$ cat config.mk
export PLATFORM = sky130hd
export DESIGN_NAME = cpu_clk_ctrl_flat
export DESIGN_NICKNAME = d
export VERILOG_FILES = /design/src/rtl/cpu_clk_ctrl_if.sv /design/src/rtl/cpu_clk_ctrl.sv /design/src/flat_wrapper.sv
export SDC_FILE = /design/constraint.sdc
export NUM_CORES = 1
export LEC_CHECK = 0
export BUFFER_PORTS_ARGS = -buffer_cell sky130_fd_sc_hd__buf_2
export CAP_MARGIN = 20
export CORE_MARGIN = 1.5
export CORE_UTILIZATION = 23
export CTS_BUF_LIST = sky130_fd_sc_hd__clkbuf_16
export DETAILED_ROUTE_END_ITERATION = 8
export SETUP_SLACK_MARGIN = 0.5
export SLEW_MARGIN = 20
export SYNTH_ARGS = -nofsm -noshare
export SYNTH_HDL_FRONTEND = slang
export SYNTH_SLANG_ARGS = --single-unit
$ cat constraint.sdc
create_clock -name clk_board -period 3.1 [get_ports clk_board]
set_input_delay 0.155 -clock clk_board [delete_from_list [all_inputs] [get_ports clk_board]]
set_output_delay 0.155 -clock clk_board [all_outputs]
set_load 0.01 [all_outputs]
$ cat src/rtl/cpu_clk_ctrl_if.sv
`default_nettype none
// ============================================================================
// Module      : cpu_clk_ctrl_if
// Description : Control and status bundle for the CPU clock controller.
//               Inputs from the front panel / CPU go controller-ward; the
//               enables, state and pulse count come back.
//   run_sw      : async run switch (raw)
//   step_btn    : async step button (raw, bouncy)
//   div_sel     : CPU speed select, 0 = slowest .. 3 = fastest
//   halt_req    : CPU halt request, clk_board domain
//   cpu_ce      : one-cycle CPU clock enable
//   led_ce      : one-cycle LED scan enable
//   state       : controller state (PAUSE/RUN/STEP/HALTED)
//   cycle_count : number of cpu_ce pulses issued, wraps at 2^32
// Revision    : 1.0 - initial release
// ============================================================================
interface cpu_clk_ctrl_if;
  logic        run_sw;
  logic        step_btn;
  logic [1:0]  div_sel;
  logic        halt_req;
  logic        cpu_ce;
  logic        led_ce;
  logic [1:0]  state;
  logic [31:0] cycle_count;

  // Panel / CPU side: drives the requests, observes the enables.
  modport master (
    output run_sw, step_btn, div_sel, halt_req,
    input  cpu_ce, led_ce, state, cycle_count
  );

  // Controller side.
  modport slave (
    input  run_sw, step_btn, div_sel, halt_req,
    output cpu_ce, led_ce, state, cycle_count
  );
endinterface
`default_nettype wire

$ cat src/rtl/cpu_clk_ctrl.sv
`default_nettype none
// ============================================================================
// Module      : cpu_clk_ctrl
// Description : Run/pause/single-step clock-enable generator for a hobby CPU.
//               Produces a divided CPU clock enable selected by div_sel, a
//               free-running LED scan enable, and a count of CPU ticks.
//               Everything runs on clk_board; no derived clocks.
// Ports       : clk_board - board clock (sole clock)
//               rst       - synchronous active-high reset
//               bus       - cpu_clk_ctrl_if.slave (requests in, enables out)
// Revision    : 1.0 - initial release
// ============================================================================
module cpu_clk_ctrl #(
  parameter int unsigned CPU_DIV0  = 5000000,
  parameter int unsigned CPU_DIV1  = 500000,
  parameter int unsigned CPU_DIV2  = 50000,
  parameter int unsigned CPU_DIV3  = 2,
  parameter int unsigned LED_DIV   = 50000,
  parameter int unsigned DB_CYCLES = 1000000
) (
  input  logic               clk_board,
  input  logic               rst,
  cpu_clk_ctrl_if.slave      bus
);

  typedef enum logic [1:0] {
    PAUSE  = 2'b00,
    RUN    = 2'b01,
    STEP   = 2'b10,
    HALTED = 2'b11
  } state_t;

  localparam logic [31:0] C_LED_LAST = 32'(LED_DIV - 1);
  localparam logic [31:0] C_DB_LAST  = 32'(DB_CYCLES - 1);

  // Synchronizers
  logic        r_run_s1, r_run_s2;
  logic        r_step_s1, r_step_s2;

  // Step debouncer and edge detect
  logic        r_db_level;
  logic [31:0] r_db_cnt;
  logic        r_db_prev;
  logic        r_step_pulse;

  // Divider / FSM
  logic [1:0]  r_div_sel;
  state_t      r_state, w_state_d;
  logic [31:0] r_cnt, w_cnt_d;
  logic [31:0] w_div_cur;
  logic        w_div_chg;
  logic        w_halt_take;
  logic        r_cpu_ce, w_cpu_ce_d;

  // LED scan and tick counter
  logic [31:0] r_led_cnt;
  logic        r_led_ce;
  logic [31:0] r_cycle_count;

  function automatic logic [31:0] div_of(input logic [1:0] sel);
    case (sel)
      2'd0:    div_of = 32'(CPU_DIV0);
      2'd1:    div_of = 32'(CPU_DIV1);
      2'd2:    div_of = 32'(CPU_DIV2);
      default: div_of = 32'(CPU_DIV3);
    endcase
  endfunction

  assign w_div_cur = div_of(r_div_sel);
  // div_sel is about to register a new value: the divider restarts from 0
  // on the same edge that the new divisor takes effect.
  assign w_div_chg = (bus.div_sel != r_div_sel);
  // halt_req only matters on a cycle that is actually clocking the CPU.
  assign w_halt_take = r_cpu_ce && bus.halt_req;

  // Next state, next divider count and next cpu_ce. cpu_ce is computed one
  // cycle ahead so the registered output lines up with the RUN cycle whose
  // count is N-1, and with the STEP cycle itself.
  always_comb begin
    w_state_d  = r_state;
    w_cnt_d    = '0;
    w_cpu_ce_d = 1'b0;

    case (r_state)
      PAUSE: begin
        if (r_run_s2)
          w_state_d = RUN;
        else if (r_step_pulse)
          w_state_d = STEP;
      end
      RUN: begin
        if (w_halt_take)
          w_state_d = HALTED;
        else if (!r_run_s2)
          w_state_d = PAUSE;
      end
      STEP: begin
        if (w_halt_take)
          w_state_d = HALTED;
        else
          w_state_d = PAUSE;
      end
      HALTED: begin
        w_state_d = HALTED;
      end
      default: begin
        w_state_d = PAUSE;
      end
    endcase

    // The count only advances while staying in RUN; entry into RUN, any
    // non-RUN cycle, a divisor change and the terminal count all give 0.
    if ((r_state == RUN) && (w_state_d == RUN) && !w_div_chg &&
        (r_cnt != (w_div_cur - 32'd1)))
      w_cnt_d = r_cnt + 32'd1;

    // With every divisor >= 2, a count of 0 never fires, so a pulse is
    // never followed by another on the next cycle.
    w_cpu_ce_d = (w_state_d == STEP) ||
                 ((w_state_d == RUN) && (w_cnt_d == (w_div_cur - 32'd1)));
  end

  always_ff @(posedge clk_board) begin
    if (rst) begin
      r_run_s1      <= 1'b0;
      r_run_s2      <= 1'b0;
      r_step_s1     <= 1'b0;
      r_step_s2     <= 1'b0;
      r_db_level    <= 1'b0;
      r_db_cnt      <= '0;
      r_db_prev     <= 1'b0;
      r_step_pulse  <= 1'b0;
      r_div_sel     <= 2'd0;
      r_state       <= PAUSE;
      r_cnt         <= '0;
      r_cpu_ce      <= 1'b0;
      r_led_cnt     <= '0;
      r_led_ce      <= 1'b0;
      r_cycle_count <= '0;
    end else begin
      r_run_s1  <= bus.run_sw;
      r_run_s2  <= r_run_s1;
      r_step_s1 <= bus.step_btn;
      r_step_s2 <= r_step_s1;

      // The debounced level follows only after DB_CYCLES consecutive
      // cycles of disagreement; any agreement restarts the window.
      if (r_step_s2 != r_db_level) begin
        if (r_db_cnt == C_DB_LAST) begin
          r_db_level <= r_step_s2;
          r_db_cnt   <= '0;
        end else begin
          r_db_cnt <= r_db_cnt + 32'd1;
        end
      end else begin
        r_db_cnt <= '0;
      end

      // Rising edge of the debounced level only; release is silent.
      r_db_prev    <= r_db_level;
      r_step_pulse <= r_db_level && !r_db_prev;

      r_div_sel <= bus.div_sel;
      r_state   <= w_state_d;
      r_cnt     <= w_cnt_d;
      r_cpu_ce  <= w_cpu_ce_d;

      if (r_led_cnt == C_LED_LAST) begin
        r_led_cnt <= '0;
        r_led_ce  <= 1'b1;
      end else begin
        r_led_cnt <= r_led_cnt + 32'd1;
        r_led_ce  <= 1'b0;
      end

      if (r_cpu_ce)
        r_cycle_count <= r_cycle_count + 32'd1;
    end
  end

  assign bus.cpu_ce      = r_cpu_ce;
  assign bus.led_ce      = r_led_ce;
  assign bus.state       = r_state;
  assign bus.cycle_count = r_cycle_count;

endmodule
`default_nettype wire

$ cat src/flat_wrapper.sv
// flat-port wrapper written by rule: the top's interface ports become plain ports
module cpu_clk_ctrl_flat 
#(
  parameter int unsigned CPU_DIV0  = 5000000,
  parameter int unsigned CPU_DIV1  = 500000,
  parameter int unsigned CPU_DIV2  = 50000,
  parameter int unsigned CPU_DIV3  = 2,
  parameter int unsigned LED_DIV   = 50000,
  parameter int unsigned DB_CYCLES = 1000000
)
  (clk_board, rst, bus_run_sw, bus_step_btn, bus_div_sel, bus_halt_req, bus_cpu_ce, bus_led_ce, bus_state, bus_cycle_count);
  cpu_clk_ctrl_if bus_i ();
  input  logic clk_board;
  input  logic rst;
  input wire logic [$bits(bus_i.run_sw)-1:0] bus_run_sw;
  input wire logic [$bits(bus_i.step_btn)-1:0] bus_step_btn;
  input wire logic [$bits(bus_i.div_sel)-1:0] bus_div_sel;
  input wire logic [$bits(bus_i.halt_req)-1:0] bus_halt_req;
  output wire logic [$bits(bus_i.cpu_ce)-1:0] bus_cpu_ce;
  output wire logic [$bits(bus_i.led_ce)-1:0] bus_led_ce;
  output wire logic [$bits(bus_i.state)-1:0] bus_state;
  output wire logic [$bits(bus_i.cycle_count)-1:0] bus_cycle_count;
  assign bus_i.run_sw = bus_run_sw;
  assign bus_i.step_btn = bus_step_btn;
  assign bus_i.div_sel = bus_div_sel;
  assign bus_i.halt_req = bus_halt_req;
  assign bus_cpu_ce = bus_i.cpu_ce;
  assign bus_led_ce = bus_i.led_ce;
  assign bus_state = bus_i.state;
  assign bus_cycle_count = bus_i.cycle_count;
  cpu_clk_ctrl #(.CPU_DIV0(CPU_DIV0), .CPU_DIV1(CPU_DIV1), .CPU_DIV2(CPU_DIV2), .CPU_DIV3(CPU_DIV3), .LED_DIV(LED_DIV), .DB_CYCLES(DB_CYCLES)) u_core (.clk_board(clk_board), .rst(rst), .bus(bus_i));
endmodule
**Word level (Yosys, flattened, before mapping)**

Index checks and enable logic that the tools add are counted.

- Register bits: 141
- Latch bits: 0
- Bits in writable memories: 0
- Bits in read-only memories: 0
- Input bits: 7
- Output and inout port bits: 36
- Logic and storage cells: 57
- Memories: 0

- $add $sub $neg: 5
- $mul: 0
- Divide/modulo/power cells: 0
- Magnitude comparators: 0
- Equal/unequal tests: 13
- Shifts and indexed selects: 0
- Multiplexer cells: 9
- Bitwise gates (word level): 1
- Reductions and logical operators: 14

Operators by type and width:

| operator | count |
|---|---|
| 32-bit by 1-bit adder with 32-bit output (second input constant) | 4 |
| 23-bit one-hot mux with 3 select lines | 1 |
| 32-bit by 16-bit == test with 1-bit output (second input constant) | 1 |
| 32-bit by 20-bit == test with 1-bit output (second input constant) | 1 |
| 32-bit == test | 1 |
| 32-bit 2-to-1 mux | 1 |
| 32-bit inequality test | 1 |
| 23-bit by 1-bit subtractor with 24-bit output (second input constant) | 1 |
| 2-bit 2-to-1 mux | 5 |
| 2-bit == test (second input constant) | 4 |
| 2-bit one-hot mux with 4 select lines | 1 |
| 2-bit by 1-bit == test with 1-bit output (second input constant) | 3 |
| 1-bit logical AND | 6 |
| 2-bit logical NOT | 2 |
| 3-bit OR reduction | 1 |
| 1-bit logical NOT | 2 |
| 2-bit inequality test | 1 |
| 2-bit AND reduction | 1 |
| 2-bit OR reduction | 1 |
| 1-bit logical OR | 1 |
| 1-bit 2-to-1 mux | 1 |
| 1-bit inequality test | 1 |
| 1-bit NOT | 1 |

**Longest topological paths before layout**

- Word-level depth: 11
- Gate-level depth with buffers: 12
- Depth with buffers taken out: 11

**Least setup slack after synthesis**

OpenSTA, ideal clock, no wires.

- Kind: reg-to-reg
- Start: register u_core.r_div_sel[0]
- End: register u_core.r_cpu_ce (netlist: u_core.bus.cpu_ce)
- Setup time: 0.069 ns
- Arrival: 2.777 ns
- Data required time: 3.031 ns
- Slack: 0.254 ns
- Stages on the path, launching flop included: 12
- Path buffers: 1
- Period minus slack after synthesis: 2.846 ns
- Path through: dfxtp_1 inv_1 ha_1 buf_6 or4_1 a211oi_1 nand3_1 a311o_1 o21ai_0 nand4_1 or4_1 o21ai_1

- Longest elaborated chain between the ends: 9
- Elaborated cells between the ends (all ways): 14
- Classes of those cells: add/sub (1); eq/ne (5); mux (2); reduce/logical (6)

RTL lines:

| element | RTL line | RTL |
|---|---|---|
| start, declared | cpu_clk_ctrl.sv:47 | `logic [1:0] r_div_sel;` |
| start signal, assigned | cpu_clk_ctrl.sv:163 | `r_div_sel <= bus.div_sel;` |
| 2-bit == test, or another cell as far along | cpu_clk_ctrl.sv:61 | `case (sel)` |
| 23-bit one-hot mux with 3 select lines | cpu_clk_ctrl.sv:61 |  |
| 23-bit by 1-bit subtractor with 24-bit output | cpu_clk_ctrl.sv:114, cpu_clk_ctrl.sv:120 |  |
| 32-bit inequality test | cpu_clk_ctrl.sv:114 | `(r_cnt != (w_div_cur - 32'd1)))` |
| 1-bit logical AND | cpu_clk_ctrl.sv:113 | `if ((r_state == RUN) && (w_state_d == RUN) && !w_div_chg &&` |
| 32-bit 2-to-1 mux | cpu_clk_ctrl.sv:113 |  |
| 32-bit == test * | cpu_clk_ctrl.sv:120 | `((w_state_d == RUN) && (w_cnt_d == (w_div_cur - 32'd1)));` |
| 1-bit logical AND * | cpu_clk_ctrl.sv:120 |  |
| 1-bit logical OR * | cpu_clk_ctrl.sv:119 | `w_cpu_ce_d = (w_state_d == STEP) \|\|` |
| end signal, assigned | cpu_clk_ctrl.sv:166 | `r_cpu_ce <= w_cpu_ce_d;` |
| end, declared | cpu_clk_ctrl.sv:53 | `logic r_cpu_ce, w_cpu_ce_d;` |

Mark *: on every way between the ends. The rest lies on a longest branch, timed or not.
A chain may end at the register's enable or synchronous reset.

**Worst setup path in the final report**

- Start: register u_core.r_div_sel[1]
- End: register u_core.r_cpu_ce (netlist: u_core.bus.cpu_ce)

Same word-level chain as after synthesis.

==> results.md <==
| Stage | Quantity | Reported |
| --- | --- | --- |
| critical path | CP max FO | 5 |
| route | Post-route DRC | 0 |
| route | Number of detailed-routing iterations run before antenna repair | 5 |
| clocking | Maximum buffer depth of the clock tree | 2 |
| critical path | Arrival time reported for the critical path endpoint | 3.16 ns |
| floorplanning | I/O pin count | 43 |
| route | Routed wire length | 16.8 mm |
| timing | Unrepaired setup endpoints after global routing | true |
| timing | Worst max-slew margin expressed relative to the limit | 60.4% |
| critical path | Crit Path Class | flip-flop to flip-flop |
| placed design | Placer Congestion | 0.935 |
| floorplanning | Die outline width | 176 um |
| placed design | Number of instances in the placed design | 1250 |
| critical path | Cell type with the highest occurrence count on the critical path | sky130_fd_sc_hd__or4_1 |
| global routing | Vias in the first global route | 5530 |
| timing | Highest clock frequency the design can meet | 0.355 GHz |
| global routing | Global routing usage summed across all routing layers | 11.1% |
| final layout | Fill count | 3105 |
| yosys | Area of the mapped netlist | 6880 um2 |
| power | Power density of the placed cells | 458 nW/um2 |
| yosys | Synth warn | 0 |
| clocking | TritonCTS clock tree | built |
| global routing | Global-route wire length before repair | 27.7 mm |
| clocking | Clock sink count | 141 |
| clocking | Worst-Skew Late Latency | 0.42 ns |
| global routing | Initial antenna violation count | 0 |
| yosys | Gate count of the mapped netlist | 824 |
| critical path | FF-to-FF End | u_core.bus.cpu_ce |
| worst hold path | Hold WC Path Type | primary input to flip-flop |
| route | Remaining antenna violation count after routing | 0 |
| timing | Final TNS setup | 0 ns |
| worst hold path | Startpoint of the tightest hold check path | bus_run_sw |
| placed design | HPWL after detailed placement | 11.9 mm |
| timing | Share of the clock period used by the worst path | 90.9% |
| final layout | Number of non-filler instances in the completed layout | 1294 |
| critical path | Worst path cell trace | inv_2, ha_4, or4_1, a211oi_2, and3_1, o31a_2, and4bb_2, nand4_1, or4_1, o21ai_1 |
| status | Status | finished clean |
| timing | Number of setup violations in the final report | 0 |
| power | Design Power | 3.94 mW |
| critical path | Cells on worst reg2reg path | 10 |
| floorplanning | Area of the die | 31000 um2 |
| worst hold path | Number of cells traversed by the worst hold path | 2 |
| final layout | Fraction of final layout cells with drive strength greater than 1 | 19.9% |
| clocking | Worst-path clk slew | 0.06 ns |
| global routing | Pin count of the biggest net entering global routing | 49 |
| critical path | CP Capture Type | flip-flop |
| floorplanning | Placeable core region | 29600 um2 |
| floorplanning | Die boundary height | 176 um |
| yosys | FFs w/ async S/R, synth | 0% |
| placed design | Minimum setup slack after placement | 0.115 ns |
| timing | Slew of the pin with the lowest slew margin | 0.594 ns |
| timing | Worst Hold Slack | 0.0159 ns |
| critical path | Critical path data required time | 3.44 ns |
| critical path | Cell at the slowest stage of the critical path | sky130_fd_sc_hd__or4_1 |
| clocking | Clock root buffer | sky130_fd_sc_hd__clkbuf_16 |
| global routing | Grt total ovfl | 0 |
| floorplanning | Initial Util | 23.3% |
| final layout | Most frequent cells in the layout | 148 x sky130_fd_sc_hd__nor2_1, 127 x sky130_fd_sc_hd__dfxtp_1, 68 x sky130_fd_sc_hd__xor2_1, 62 x sky130_fd_sc_hd__nand2_1 |
| power | Worst-case vdd ir drop | 351 uV |
| clocking | CTS buffer count | 17 |
| critical path | Highest cell delay on the worst timing path | 0.50 ns |
| yosys | Seq/Total Area, Yosys | 41.0% |
| yosys | Ys flop type | sky130_fd_sc_hd__dfxtp_1 |
| timing | Max-slew violations | 0 |
| worst hold path | Hold path endpoint | u_core.r_run_s1 |
| final layout | Area of all sequential standard cells | 2860 um2 |
| floorplanning | Number of placement rows | 63 |
| timing | Layout Skew | 0.00864 ns |
| timing | Min Clock Period, post-route | 2.82 ns |
| timing | Final-report hold violation count | 0 |
| route | Average via count per standard cell | 4.55 |
| final layout | Area of combinational cells with multiple inputs | 4080 um2 |
| critical path | Startpoint class of the critical path | flip-flop |
| final layout | Antenna diodes | 0 |
| critical path | Flop-to-flop setup slack | 0.28 ns |
| yosys | Post-synth EDFFs | 0 |
| power | Pleak | 3.08 nW |
| clocking | H-tree depth | 4 |
| placed design | Count of buffers from port buffering | 42 |
| route | Initial DRC Count | 436 |
| yosys | Netlist cell types | 65 |
| timing | Fin worst setup slack | 0.281 ns |
| yosys | Mean area per synthesized cell | 8.35 um2 |
| yosys | Number of synthesized register bits | 141 |
| final layout | Leading cell type in the layout, fill and taps excluded | sky130_fd_sc_hd__nor2_1 |
| route | Wirelength per Cell | 13.0 um |
| final layout | Layout Nets | 908 |
| route | Vias | 5891 |
| flow run | Max-cap viol count | 0 |
| yosys | Syn nets | 841 |
| final layout | Area growth syn-to-layout | 24.7% |
| critical path | Startpoint of the most critical register-to-register path | u_core.r_div_sel[1] |
[layer usage]
metal | vias to the layer above | track usage, % | share of wire, %
li1 | 2961 | - | -
met1 | 2750 | 14.5 | 47
met2 | 144 | 17.5 | 46
met3 | 36 | 3.14 | 5.1
met4 | 0 | 3.88 | 2.7
met5 | - | 0 | 0
[worst max-delay path by stage]
stage | from | cells past startpoint | to
after floorplan | u_core.r_cnt[1] | 11 | u_core.bus.cpu_ce
after global placement | u_core.r_cnt[0] | 10 | u_core.bus.cpu_ce
after detailed placement | u_core.r_cnt[12] | 9 | u_core.bus.cpu_ce
after CTS | u_core.r_cnt[7] | 9 | u_core.bus.cpu_ce
after global routing | u_core.r_cnt[12] | 11 | u_core.bus.cpu_ce
final | u_core.r_div_sel[1] | 10 | u_core.bus.cpu_ce
[state kept, by name, summed over array words and instances, names as in the netlist, 2 cells and up]
register                count
u_core.r_db_cnt            32
u_core.r_div_sel            2
u_core.r_led_cnt           32
u_core.bus.cycle_count     32
u_core.bus.state            2
u_core.r_cnt               32
[worst max-delay path, delay by kind of cell, from the launching register on]
family | cells | cell delay (ns)
AOI/OAI and AO/OA | 3 | 0.63
adders and majority gates | 1 | 0.19
buffers and inverters | 1 | 0.07
DFF | 1 | 0.38
and+or+nand+nor | 5 | 1.47
[what timing repair did]
action | in CTS | in global routing
pin swaps | 12 | 8
buffers inserted | 8 | 2
setup endpoints to repair | 6 | 16
hold endpoints to repair | 2 | 0
resized for setup | 35 | 18
hold buffers | 2 | 0
[stage by stage]
| stage | util [%] | area (um2) |
|---|---|---|
| after floorplan | - | 6960 |
| after global placement | 26.1 | 7700 |
| after detailed placement | 26.1 | 7700 |
| after CTS | 28.8 | 8500 |
| after global routing | 29.0 | 8590 |
| final | 29.0 | 8590 |
[cell usage after synthesis, drive strengths merged (2+ instances only)]
cell    number  area (um2)
a211oi       3        22.5
a21oi       17        88.8
a22oi        2        15.0
and2         6        37.5
and3        27         170
and3b        2        17.5
and4         9        78.8
buf          9        48.8
clkbuf      25         109
dfxtp      141        2820
ha          10         125
inv         16        60.1
mux2         2        22.5
mux2i        4        40.0
nand2       64         243
nand3       52         265
nand3b       3        22.5
nand4       34         228
nand4b       2        17.5
nor2       153         574
nor2b       16         100
nor3        13        65.1
nor3b        2        15.0
nor4        19         140
nor4b        3        26.3
o21a         2        15.0
o21ai       22         110
o22ai        3        18.8
or2          3        18.8
or3         17         106
or4          5        41.3
xnor2       51         447
xor2        69         604
[cell type report]
type | instances | area share (%)
Clock inverter | 15 | 1.79
Clock buffer | 17 | 4.95
Tap cell | 390 | 5.68
Inverter | 16 | 0.700
Multi-Input combinational cell | 633 | 47.5
Timing Repair Buffer | 82 | 6.05
Sequential cell | 141 | 33.3
[cell families after synthesis]
| logic type | after synthesis | synth area share, % |
|---|---|---|
| adder cells (fa/ha/maj) | 10 | 1.82 |
| flip-flops | 141 | 41.0 |
| buffers and inverters | 50 | 3.16 |
| multiplexers | 6 | 0.909 |
| AND/OR/NAND/NOR | 434 | 32.1 |
| AO/OA/AOI/OAI | 63 | 5.76 |
| XOR/XNOR | 120 | 15.3 |
[power by group]
group          leakage (nW)  switching (mW)  internal, mW  total (mW)
Clock                 0.276           0.870          1.13        2.00
Sequential             1.15         0.00806          1.81        1.82
Combinational          1.66          0.0676        0.0449       0.113
Total                  3.08           0.946          2.99        3.94
Note: power is estimated with default switching activity, not from simulation.
